--- src/rtl/piso_shift_tx.sv ---
// Parallel-in, serial-out transmitter: valid/ready word load, MSB-first shift paced by i_shift_en.
// Supports back-to-back words with no gap bit and a one-cycle o_done pulse per word.
module piso_shift_tx #(
   parameter int unsigned RegWidth = 4
) (
   input  logic                clk,
   input  logic                resetN,
   input  logic [RegWidth-1:0] i_d,
   input  logic                i_load_valid,
   output logic                o_load_ready,
   input  logic                i_shift_en,
   output logic                o_q,
   output logic                o_frame_out,
   output logic                o_done
);

   localparam int unsigned CntW = $clog2(RegWidth);
   localparam logic [CntW-1:0] CntLast = CntW'(RegWidth - 1);

   typedef enum logic {StIdle, StShift} state_e;

   state_e              r_state;
   logic [RegWidth-1:0] r_shadow;
   logic [CntW-1:0]     r_bit_cnt;
   logic                r_done;

   logic w_last_bit;
   logic w_accept;

   assign w_last_bit   = (r_state == StShift) && (r_bit_cnt == '0) && i_shift_en;
   assign o_load_ready = (r_state == StIdle) || w_last_bit;
   assign w_accept     = i_load_valid && o_load_ready;

   assign o_q         = (r_state == StShift) && r_shadow[RegWidth-1];
   assign o_frame_out = (r_state == StShift);
   assign o_done      = r_done;

   always_ff @(posedge clk) begin
      if (!resetN) begin
         r_state   <= StIdle;
         r_shadow  <= '0;
         r_bit_cnt <= '0;
         r_done    <= 1'b0;
      end else begin
         r_done <= 1'b0;
         unique case (r_state)
            StIdle: begin
               if (w_accept) begin
                  r_shadow  <= i_d;
                  r_bit_cnt <= CntLast;
                  r_state   <= StShift;
               end
            end
            StShift: begin
               if (i_shift_en) begin
                  if (r_bit_cnt == '0) begin
                     r_done <= 1'b1;
                     // A same-edge accept chains the next word without an idle bit.
                     if (w_accept) begin
                        r_shadow  <= i_d;
                        r_bit_cnt <= CntLast;
                     end else begin
                        r_shadow  <= '0;
                        r_state   <= StIdle;
                     end
                  end else begin
                     r_shadow  <= {r_shadow[RegWidth-2:0], 1'b0};
                     r_bit_cnt <= r_bit_cnt - 1'b1;
                  end
               end
            end
         endcase
      end
   end

endmodule

--- config.mk ---
export PLATFORM = sky130hd
export DESIGN_NAME = piso_shift_tx
export DESIGN_NICKNAME = d
export VERILOG_FILES = /design/src/rtl/piso_shift_tx.sv
export SDC_FILE = /design/constraint.sdc
export NUM_CORES = 1
export LEC_CHECK = 0
export BUFFER_PORTS_ARGS = -buffer_cell sky130_fd_sc_hd__buf_4
export CORE_AREA = 2 2 39 41
export CTS_CLUSTER_DIAMETER = 80
export DETAILED_ROUTE_END_ITERATION = 10
export DIE_AREA = 0 0 41 43
export GPL_TIMING_DRIVEN = 0
export PLACE_DENSITY = 0.53
export SLEW_MARGIN = 10
export SYNTH_ARGS = -nofsm -noshare
export SYNTH_HDL_FRONTEND = slang
export SYNTH_SLANG_ARGS = --single-unit
--- constraint.sdc ---
create_clock -name clk -period 1.2 [get_ports clk]
set_input_delay 0.24 -clock clk [delete_from_list [all_inputs] [get_ports clk]]
set_output_delay 0.24 -clock clk [all_outputs]
set_load 0.02 [all_outputs]
=== Word-level counts from Yosys, hierarchy flattened ===
Index checks and enable logic that the tools add are counted.

* Multiplexer cells: 14
* Equal/unequal tests: 2
* Reduce and logical (&&, ||, !) cells: 8
* Bitwise operators: 1
* Add/sub/neg operators: 1

{| class="wikitable"
|+ Operators with widths
! cell !! count
|-
| 4-bit 2-to-1 mux || 4
|-
| 4-bit case mux with 2 select lines || 1
|-
| 2-bit 2-to-1 mux || 3
|-
| 1-bit logical AND || 4
|-
| 1-bit 2-to-1 mux || 4
|-
| 2-bit inequality test, second input constant || 2
|-
| 2-bit case mux with 2 select lines || 1
|-
| 3-bit AND reduction || 1
|-
| 2-bit zero test || 1
|-
| 1-bit case mux with 2 select lines || 1
|-
| 2-bit AND reduction || 1
|-
| 2-bit by 1-bit subtractor with 2-bit output, second input constant || 1
|-
| 1-bit logical OR || 1
|-
| 1-bit inverter || 1
|}

* Word-level logic and storage cells: 30
* Bits in registers: 8
* Output and inout bits: 4
* Input bits: 8

=== Depth between registers and ports, before layout ===
Gate-level depths: netlist (run 1).

* Depth after elaboration: 9
* Mapped depth: 4
* Mapped depth without buffers: 3

=== Worst setup path before layout (run 1) ===
Ideal clock, no wire load.

* Path type: reg2out
* Start: register r_state, in the netlist o_frame_out
* End: output port o_load_ready
* Slack: 0.003 ns
* Required time: 0.960 ns
* Arrival time: 0.957 ns
* Stages on the path, launching flop included: 4
* Path buffers: 0
* Cells stage by stage: dfxtp_1 -> inv_1 -> a21oi_1 -> inv_1

* Longest elaborated chain between the ends: 3
* Elaborated cells on any way between the ends: 4
* Classes of those cells: 1 x bitwise; 3 x reduce/logical

{| class="wikitable"
|+ Ends and longest elaborated chain
! element !! RTL line !! source
|-
| start: declaration || 22 || <nowiki>state_e r_state;</nowiki>
|-
| start signal: assignment || 40 || <nowiki>r_state <= StIdle;</nowiki>
|-
| start signal: assignment || 51 || <nowiki>r_state <= StShift;</nowiki>
|-
| start signal: assignment || 64 || <nowiki>r_state <= StIdle;</nowiki>
|-
| 1-bit logical AND (2 in series) || 30 || <nowiki>assign w_last_bit = (r_state == StShift) && (r_bit_cnt == '0) && i_shift_en;</nowiki>
|-
| 1-bit logical OR (*) || 31 || <nowiki>assign o_load_ready = (r_state == StIdle) || w_last_bit;</nowiki>
|-
| end: declaration || 10 || <nowiki>output logic o_load_ready,</nowiki>
|}

Mark *: on every way between the ends. The rest lies on a longest branch, timed or not.

=== Worst setup path after layout (run 1) ===
Same ends and word-level chain as after synthesis.

==> flow_results.org, run 1 <==
** Outcome
- Status :: finished with violations
- Violated checks :: negative setup slack

** Power and ir drop
- Peak VDD IR :: 0.498 mV
- Power spread over the standard cell area amounts to about 1200 nW/um2.
- The design draws 0.662 mW.
- For this design the static power due to leakage is 0.237 nW.

** Run
- Max-cap violations in this run came to 0.

** CTS
- Clock-pin slew on the worst setup and hold paths :: about 0.05 ns
- H-Tree Level Count :: 1
- Total number of clock tree sinks :: 8
- Maximum count of clock buffers along a single path :: 2
- Counting the buffers created by CTS gives 3.
- TritonCTS built the clock tree.
- In this run, post-CTS hold repair placed 0 buffers.
- The tree is rooted in a sky130_fd_sc_hd__clkbuf_4.
- Clock network latency to the later pin of the worst-skew pair :: 0.25 ns

** Drt
- Using the TritonRoute via totals, the vias-per-cell ratio works out to a little under 5.
- Sum of routed wire length over all layers :: between 900 and 1000 um
- Iteration count of the initial detailed-routing pass :: 4
- The detail route stage leaves a number of antenna-violating nets equal to 0.
- Number of DRC markers after the initial detailed-route iteration :: 4
- Avg WL per Cell :: 11.6 um
- After detailed routing, the number of remaining DRC violations is 0.
- Via count :: between 300 and 400

** Synthesis
- Number of distinct library cells after synthesis :: 20
- Synthesis produced a netlist with a net count of 55.
- Avg Synthesized Cell Area :: a little under 9 um2
- During synthesis, Yosys emitted a total of 0 warnings.
- The top cell type by area accounts for 38.3% of the synthesized area.
- The share of the Yosys chip area taken by registers is 38.3%.
- After synthesis the netlist holds a flip-flop and latch count of 8.
- Area leader, netlist :: sky130_fd_sc_hd__dfxtp_1
- Sorting the synthesized cells by area gives the leading types as sky130_fd_sc_hd__dfxtp_1 (38%), sky130_fd_sc_hd__o21ai_0 (11%), sky130_fd_sc_hd__o21a_1 (7.2%).
- Cell area after synthesis :: 418 um2
- Syn Inst Count :: 47

** Critical path
- CP max FO :: 5
- STA classifies the critical path startpoint as a register.
- Delay of the slowest cell on the worst path :: 0.37 ns
- Critical Path, Cell by Cell :: inv_4, a21oi_2, inv_1, buf_6
- Delay-heaviest family, CP :: flip-flops
- Required time reported for the critical path endpoint :: between 0.9 and 1 ns
- Crit-path slowest cell :: sky130_fd_sc_hd__dfxtp_4
- The worst setup path is captured at an output port.
- Worst path buffer plus inverter count :: 3
- Critical Path AT :: just under 1 ns
- The worst setup path is of the reg2out kind.

** Finish
- Combined flip-flop and latch cell area :: 166 um2
- Area of combinational cells with multiple inputs :: 234 um2
- The number of antenna diodes in the final layout is 0.
- The post-route netlist has 42.9% of its cells at a drive strength greater than 1.
- In the final design database the tool counted 73 nets.
- The area growth from synthesis to layout is 36.2%.
- The filler cells instantiated in the layout total 153.
- Cells fill 41.1% of the core in the end.

** Die
- The die covers 1760 um2.
- Y dimension of the die :: 43 um
- Width of the chip :: 41 um
- Core box area :: approximately 1400 um2
- Row generation in the floorplan step produced 14 rows.
- Initial core utilization :: between 30% and 40%
- Count of pins on the block boundary :: 12

** Global route
- In the global route stage, overall resource usage came out at approximately an eighth.
- The layer flagged by global routing as most heavily used is met2.
- GRT overflow :: 0
- The via count of the first global-routing pass was 355.
- For met1 alone, demand over resource in global routing was 16.4%.
- Met2 demand-to-capacity share in global routing :: 16.9%
- Number of antenna violations at the first check in global routing :: 0
- Entering global routing, the biggest net connects 10 pins.
- The first global-routing pass estimated approximately 1500 um of wire.
- For met3 alone, demand over resource in global routing was 9.42%.

** STA
- Sum Neg Setup Slack :: -0.0113 ns
- The number of hold-slack violations in the final timing report is 0.
- Number of slew-limit violations in the final report :: 0
- Setup clock skew after layout :: around 0.0036 ns
- Setup repair after global routing could not meet its margin everywhere.
- Final setup vio count :: 1
- Worst slew margin relative to its limit :: 84.6%
- The routed design could run at a clock period as short as 1.21 ns.
- In the finished design, the share of the clock period the worst path needs comes to 101%.
- Smallest setup slack after layout :: -0.0113 ns
- On the final layout, the worst hold slack is 0.248 ns.
- Top achievable clock speed :: between 800 and 900 MHz
- Worst Tran Pin Value :: 0.228 ns

** Place
- Buffers placed on the I/O ports in this run total 11.
- Detailed placement finished with a half-perimeter wire length of 616 um.
- Final weighted congestion in routability-driven placement :: 0.721
- Worst slack after detailed placement :: -0.0667 ns

** Hold path
- The min-delay analysis places its worst path in the category in2reg.
## registers in the layout, summed over array words and instances, names as in the netlist
register     flops
r_bit_cnt        2
r_shadow         4
o_done           1
o_frame_out      1
## area by class of cell
type	instances	share of cell area, %
well taps	16	3.52
inverters	2	1.76
flip-flops and latches	8	29.2
repair buffers	15	20.4
multi-input cells	35	41.1
clock buffers	3	3.96
## synthesized netlist by cell type
| cell | count |
|---|---|
| sky130_fd_sc_hd__mux2_4 | 1 |
| sky130_fd_sc_hd__nand2b_1 | 4 |
| sky130_fd_sc_hd__buf_6 | 2 |
| sky130_fd_sc_hd__nand3_1 | 1 |
| sky130_fd_sc_hd__inv_1 | 2 |
| sky130_fd_sc_hd__and4bb_2 | 1 |
| sky130_fd_sc_hd__and2_1 | 1 |
| sky130_fd_sc_hd__a21boi_0 | 1 |
| sky130_fd_sc_hd__nor2_1 | 1 |
| sky130_fd_sc_hd__o21ai_0 | 9 |
| sky130_fd_sc_hd__a211o_1 | 1 |
| sky130_fd_sc_hd__a21boi_1 | 1 |
| sky130_fd_sc_hd__o21a_1 | 4 |
| sky130_fd_sc_hd__dfxtp_1 | 8 |
| sky130_fd_sc_hd__nand2_1 | 2 |
| sky130_fd_sc_hd__nor4b_1 | 1 |
| sky130_fd_sc_hd__o221a_2 | 1 |
| sky130_fd_sc_hd__a31oi_1 | 1 |
| sky130_fd_sc_hd__a21oi_1 | 4 |
| sky130_fd_sc_hd__o211ai_1 | 1 |
## kinds of logic (layout without fill, tap and decap cells)
group,Yosys count,count (layout),synth area share [%]
AOI/OAI and AO/OA,23,23,34.4
and+or+nand+nor,11,11,16.5
DFF,8,8,38.3
buffers and inverters,4,20,7.19
muxes,1,1,3.59
## worst paths after layout
check            endpoint  slack [ns]  depth (start not counted)         start
max          o_load_ready       -0.01                          4   o_frame_out
min           o_frame_out        0.25                          2  i_load_valid
max reg2reg   r_shadow[2]        0.06                          4   o_frame_out
min reg2reg   r_shadow[0]        0.47                          2   r_shadow[0]
## metrics by stage
stage	area, um2	std cells
3_5_place_dp	520	74
2_1_floorplan	418	47
6_report	569	79
4_1_cts	589	81
3_3_place_gp	520	74
5_1_grt	569	79
## cells in the final DEF (no fill, tap or decap), drive strengths merged
cell type  netlist  routed
a211o            1       1
a21boi           2       2
a21oi            4       4
a31oi            1       1
and2             1       1
and4bb           1       1
buf              2      15
clkbuf           0       3
dfxtp            8       8
inv              2       2
mux2             1       1
nand2            2       2
nand2b           4       4
nand3            1       1
nor2             1       1
nor4b            1       1
o211ai           1       1
o21a             4       4
o21ai            9       9
o221a            1       1
## power by group
part | switching [mW] | leakage [nW] | internal [mW] | total [mW]
clock network | 0.0873 | 0.0138 | 0.114 | 0.201
registers | 0.0144 | 0.0673 | 0.289 | 0.303
logic | 0.0756 | 0.156 | 0.0814 | 0.157
## per-layer routing
layer / part of all wire [%] / vias up
li1: - / 204
met1: 47 / 173
met2: 46 / 7
met3: 5.3 / 3
met4: 0.87 / 0
met5: 0 / -
## timing repair
item                                    in CTS  in global routing
buffers inserted                             4                  0
gates resized for setup                      8                  2
pin swaps                                    2                  1
endpoints found under the setup margin       3                  5
Power figures use the tool's default switching activity.
==> run 2, diff against run 1 <==
--- a/config.mk
+++ b/config.mk
@@ -12,6 +12,7 @@
 export DIE_AREA = 0 0 41 43
 export GPL_TIMING_DRIVEN = 0
 export PLACE_DENSITY = 0.53
+export SETUP_SLACK_MARGIN = 0.4
 export SLEW_MARGIN = 10
 export SYNTH_ARGS = -nofsm -noshare
 export SYNTH_HDL_FRONTEND = slang
==> constraint.sdc (replaced) <==
create_clock -name clk -period 1.4 [get_ports clk]
set_input_delay 0.28 -clock clk [delete_from_list [all_inputs] [get_ports clk]]
set_output_delay 0.28 -clock clk [all_outputs]
set_load 0.02 [all_outputs]
==> run 2 against run 1 <==
The run now ends clean. First-iteration DRC count decreased by 25%. Routed wire length up 8.1%. Critical endpoint unchanged. Combinational power up 3%. Non-clock buffer count rose by 2. Sequential cell count did not move. Sequential share of layout area is 2.5 points lower. Utilization up 3.9 points. Final area increased by 9.5%.
==> flow_results.org, run 2 (synthesis gave the netlist of run 1 again) <==
** Outcome
- The run finished with clean final reports.

** Finish
- Nets@finish :: 75 (+2.7%)
- Largest register FFs :: 4 (unchanged)
- The library cell used most frequently in the layout, excluding fill and tap cells, is sky130_fd_sc_hd__buf_4.
- Commonest non-fill, non-tap cells in the layout :: sky130_fd_sc_hd__buf_4 (11), sky130_fd_sc_hd__o21ai_0 (8), sky130_fd_sc_hd__buf_6 (6), sky130_fd_sc_hd__dfxtp_1 (5), sky130_fd_sc_hd__o21a_1 (4)
- Layout Area Growth over Synthesis :: 49.1%
- Registers with the most flip-flops :: r_shadow (4), r_bit_cnt (2)
- The number of antenna diodes came to 0 (unchanged).
- The cell area after layout was 623 um2 (+9.5%).
- Share of layout cells above drive strength 1 :: 51.5% (+8.7 points)
- Register with the most flip-flops :: r_shadow

** Power and ir drop
- Static leakage :: 0.260 nW (+9.7%)
- Ratio of total power to cell area :: 979 nW/um2 (-16%)
- Peak VDD IR :: 0.379 mV (-24%)
- The total power draw came to 0.610 mW (-7.8%).

** Global route
- Number of antenna violations at the first check in global routing :: 0 (unchanged)
- The global-route track usage on met3 came to 3.14% (-6.3 points).
- Maximum number of pins on one net before global-route repair :: 10 (unchanged)
- The total track usage was 14.9% (+2.0 points).
- The total global routing overflow is 0 (unchanged).
- Wire length of the first global-routing pass :: 1800 um (+20%)
- Number of global-route vias before repair :: 418 (+18%)
- The layer flagged by global routing as most heavily used is met1.
- The met1 capacity usage during global routing was 21.8% (+5.4 points).
- The met2 usage in global routing is 19.7% (+2.8 points).

** CTS
- H-Tree Level Count :: 1 (unchanged)
- Total clock buffers created by CTS :: 3 (unchanged)
- Clock-pin slew on the worst setup and hold paths :: 0.06 ns (about the same)
- The number of clock sinks was 8 (unchanged).
- The insertion delay of the later-clocked pin in the worst-skew pair is 0.25 ns (about the same).
- TritonCTS built the clock tree.
- The maximum buffer depth of the clock tree was 2 (unchanged).
- Clock tree root driver cell :: sky130_fd_sc_hd__clkbuf_4

** STA
- Final setup vio count :: 0 (-1)
- The normalized max-slew margin was 88.0% (+3.5 points).
- The worst clock skew on the final layout is 0.0111 ns (+0.00751 ns).
- Final clock period utilization by the worst path :: 92.3%
- Top achievable clock speed :: between 700 and 800 MHz
- The setup total negative slack was 0 ns (+0.0113 ns).
- The slew at the pin closest to its max-slew limit was 0.177 ns (-0.0510 ns).
- The number of hold-slack violations in the final timing report came to 0 (unchanged).
- The number of pins with negative max-slew slack in the final report came to 0 (unchanged).
- Final critical path time including I/O delays and setup :: 1.29 ns
- Setup repair after global routing could not meet its margin everywhere.

** Place
- Quantity of I/O buffers inserted on ports :: 11 (unchanged)
- Detailed placement HPWL :: 658 um (+6.8%)
- The total placed instance area came to 528 um2 (+1.4%).
- Final weighted congestion in routability-driven placement :: 0.711 (-1.4%)

** Drt
- Detailed-route vias per instance :: 4.94 (+0.82%)
- The number of design rule violations left after detail routing was 0 (unchanged).
- The number of vias after detailed routing is 405 (+4.7%).
- Avg WL per Cell :: 12.1 um (+4.1%)
- The number of nets with antenna violations after detailed routing was 0 (unchanged).
- The number of detailed-routing iterations run before antenna repair is 4 (unchanged).
- The detailed-route wire length is 992 um (+8.1%).
- The number of DRC markers after the initial detailed-route iteration was 3 (-1).

** Critical path
- The worst setup path is of the reg2out kind.
- Required time reported for the critical path endpoint :: 1.12 ns (+0.16 ns)
- CP max FO :: 2 (-3)
- STA classifies the critical path endpoint as an output port.
- Critical Path AT :: 1.01 ns (+0.04 ns)
- Startpoint kind of the worst setup timing path :: register

** Die
- The die height was 43 um (unchanged).
- Initial core utilization :: 30.2% (unchanged)
- The row count is 14 (unchanged).
- The count of pins on the block boundary came to 12 (unchanged).
- Core box area :: 1380 um2 (unchanged)
- Width of the chip :: 41 um (unchanged)
- The die outline area is 1760 um2 (unchanged).

** Run
- The max-capacitance violation count is 0 (unchanged).

** Hold path
- Worst hold path type :: in2reg
==> run 2: changes by cell type in the layout (fill, tap and decap cells not counted), sizes merged <==
cell / previous run / this run
clkbuf: 3 / 4
buf: 15 / 17
==> run 2: layout make-up <==
| type | count | area [um2] |
|---|---|---|
| well taps | 16 | 20.0 |
| plain buffers | 2 | 22.5 |
| clock buffers | 4 | 26.3 |
| flip-flops and latches | 8 | 166 |
| inverters | 2 | 7.51 |
| multi-input cells | 35 | 253 |
| repair buffers | 15 | 128 |
| fillers | 144 | 761 |
==> run 2: path summary, 6_finish.rpt <==
| kind | start | slack, ns | end | depth (start not counted) |
|---|---|---|---|---|
| min reg2reg | r_shadow[0] | 0.48 | r_shadow[0] | 2 |
| min | i_load_valid | 0.28 | o_frame_out | 2 |
| max reg2reg | r_bit_cnt[0] | 0.18 | r_shadow[3] | 5 |
| max | r_bit_cnt[1] | 0.11 | o_load_ready | 5 |
==> run 2: what timing repair did <==
action | 4_1_cts | 5_1_grt
pin swaps | 5 | 2
gates resized for setup | 10 | 4
endpoints found under the setup margin | 8 | 10
setup buffers | 4 | 0
hold endpoints to repair | 0 | 0
hold buffers | 0 | 0
==> run 2: per-stage QoR <==
stage	worst slack (ns)	utilization (%)	hold WS [ns]	instances
floorplan	0.388	-	0.396	47
global placement	0.294	38.2	0.471	74
detailed placement	0.291	38.2	0.474	74
CTS	0.0966	43.6	0.276	82
global route	0.0362	45.0	0.291	82
finish	0.108	45.0	0.279	82
==> run 2: worst max-delay path, cell delays in order, from the launching register on <==
cell and delay [ns]:
sky130_fd_sc_hd__dfxtp_2 0.32, sky130_fd_sc_hd__buf_6 0.09, sky130_fd_sc_hd__nor2_2 0.03, sky130_fd_sc_hd__a21oi_2 0.14, sky130_fd_sc_hd__inv_2 0.05, sky130_fd_sc_hd__buf_6 0.12
==> run 2: metal layers <==
metal / share of wire, % / up-vias
li1: - / 208
met1: 47 / 187
met2: 48 / 8
met3: 4.3 / 2
met4: 1.0 / 0
met5: 0 / -
==> run 2: power breakdown <==
part / internal [mW] / switching [mW]
sequential: 0.247 / 0.0106
clock: 0.109 / 0.0821
combinational: 0.0872 / 0.0737
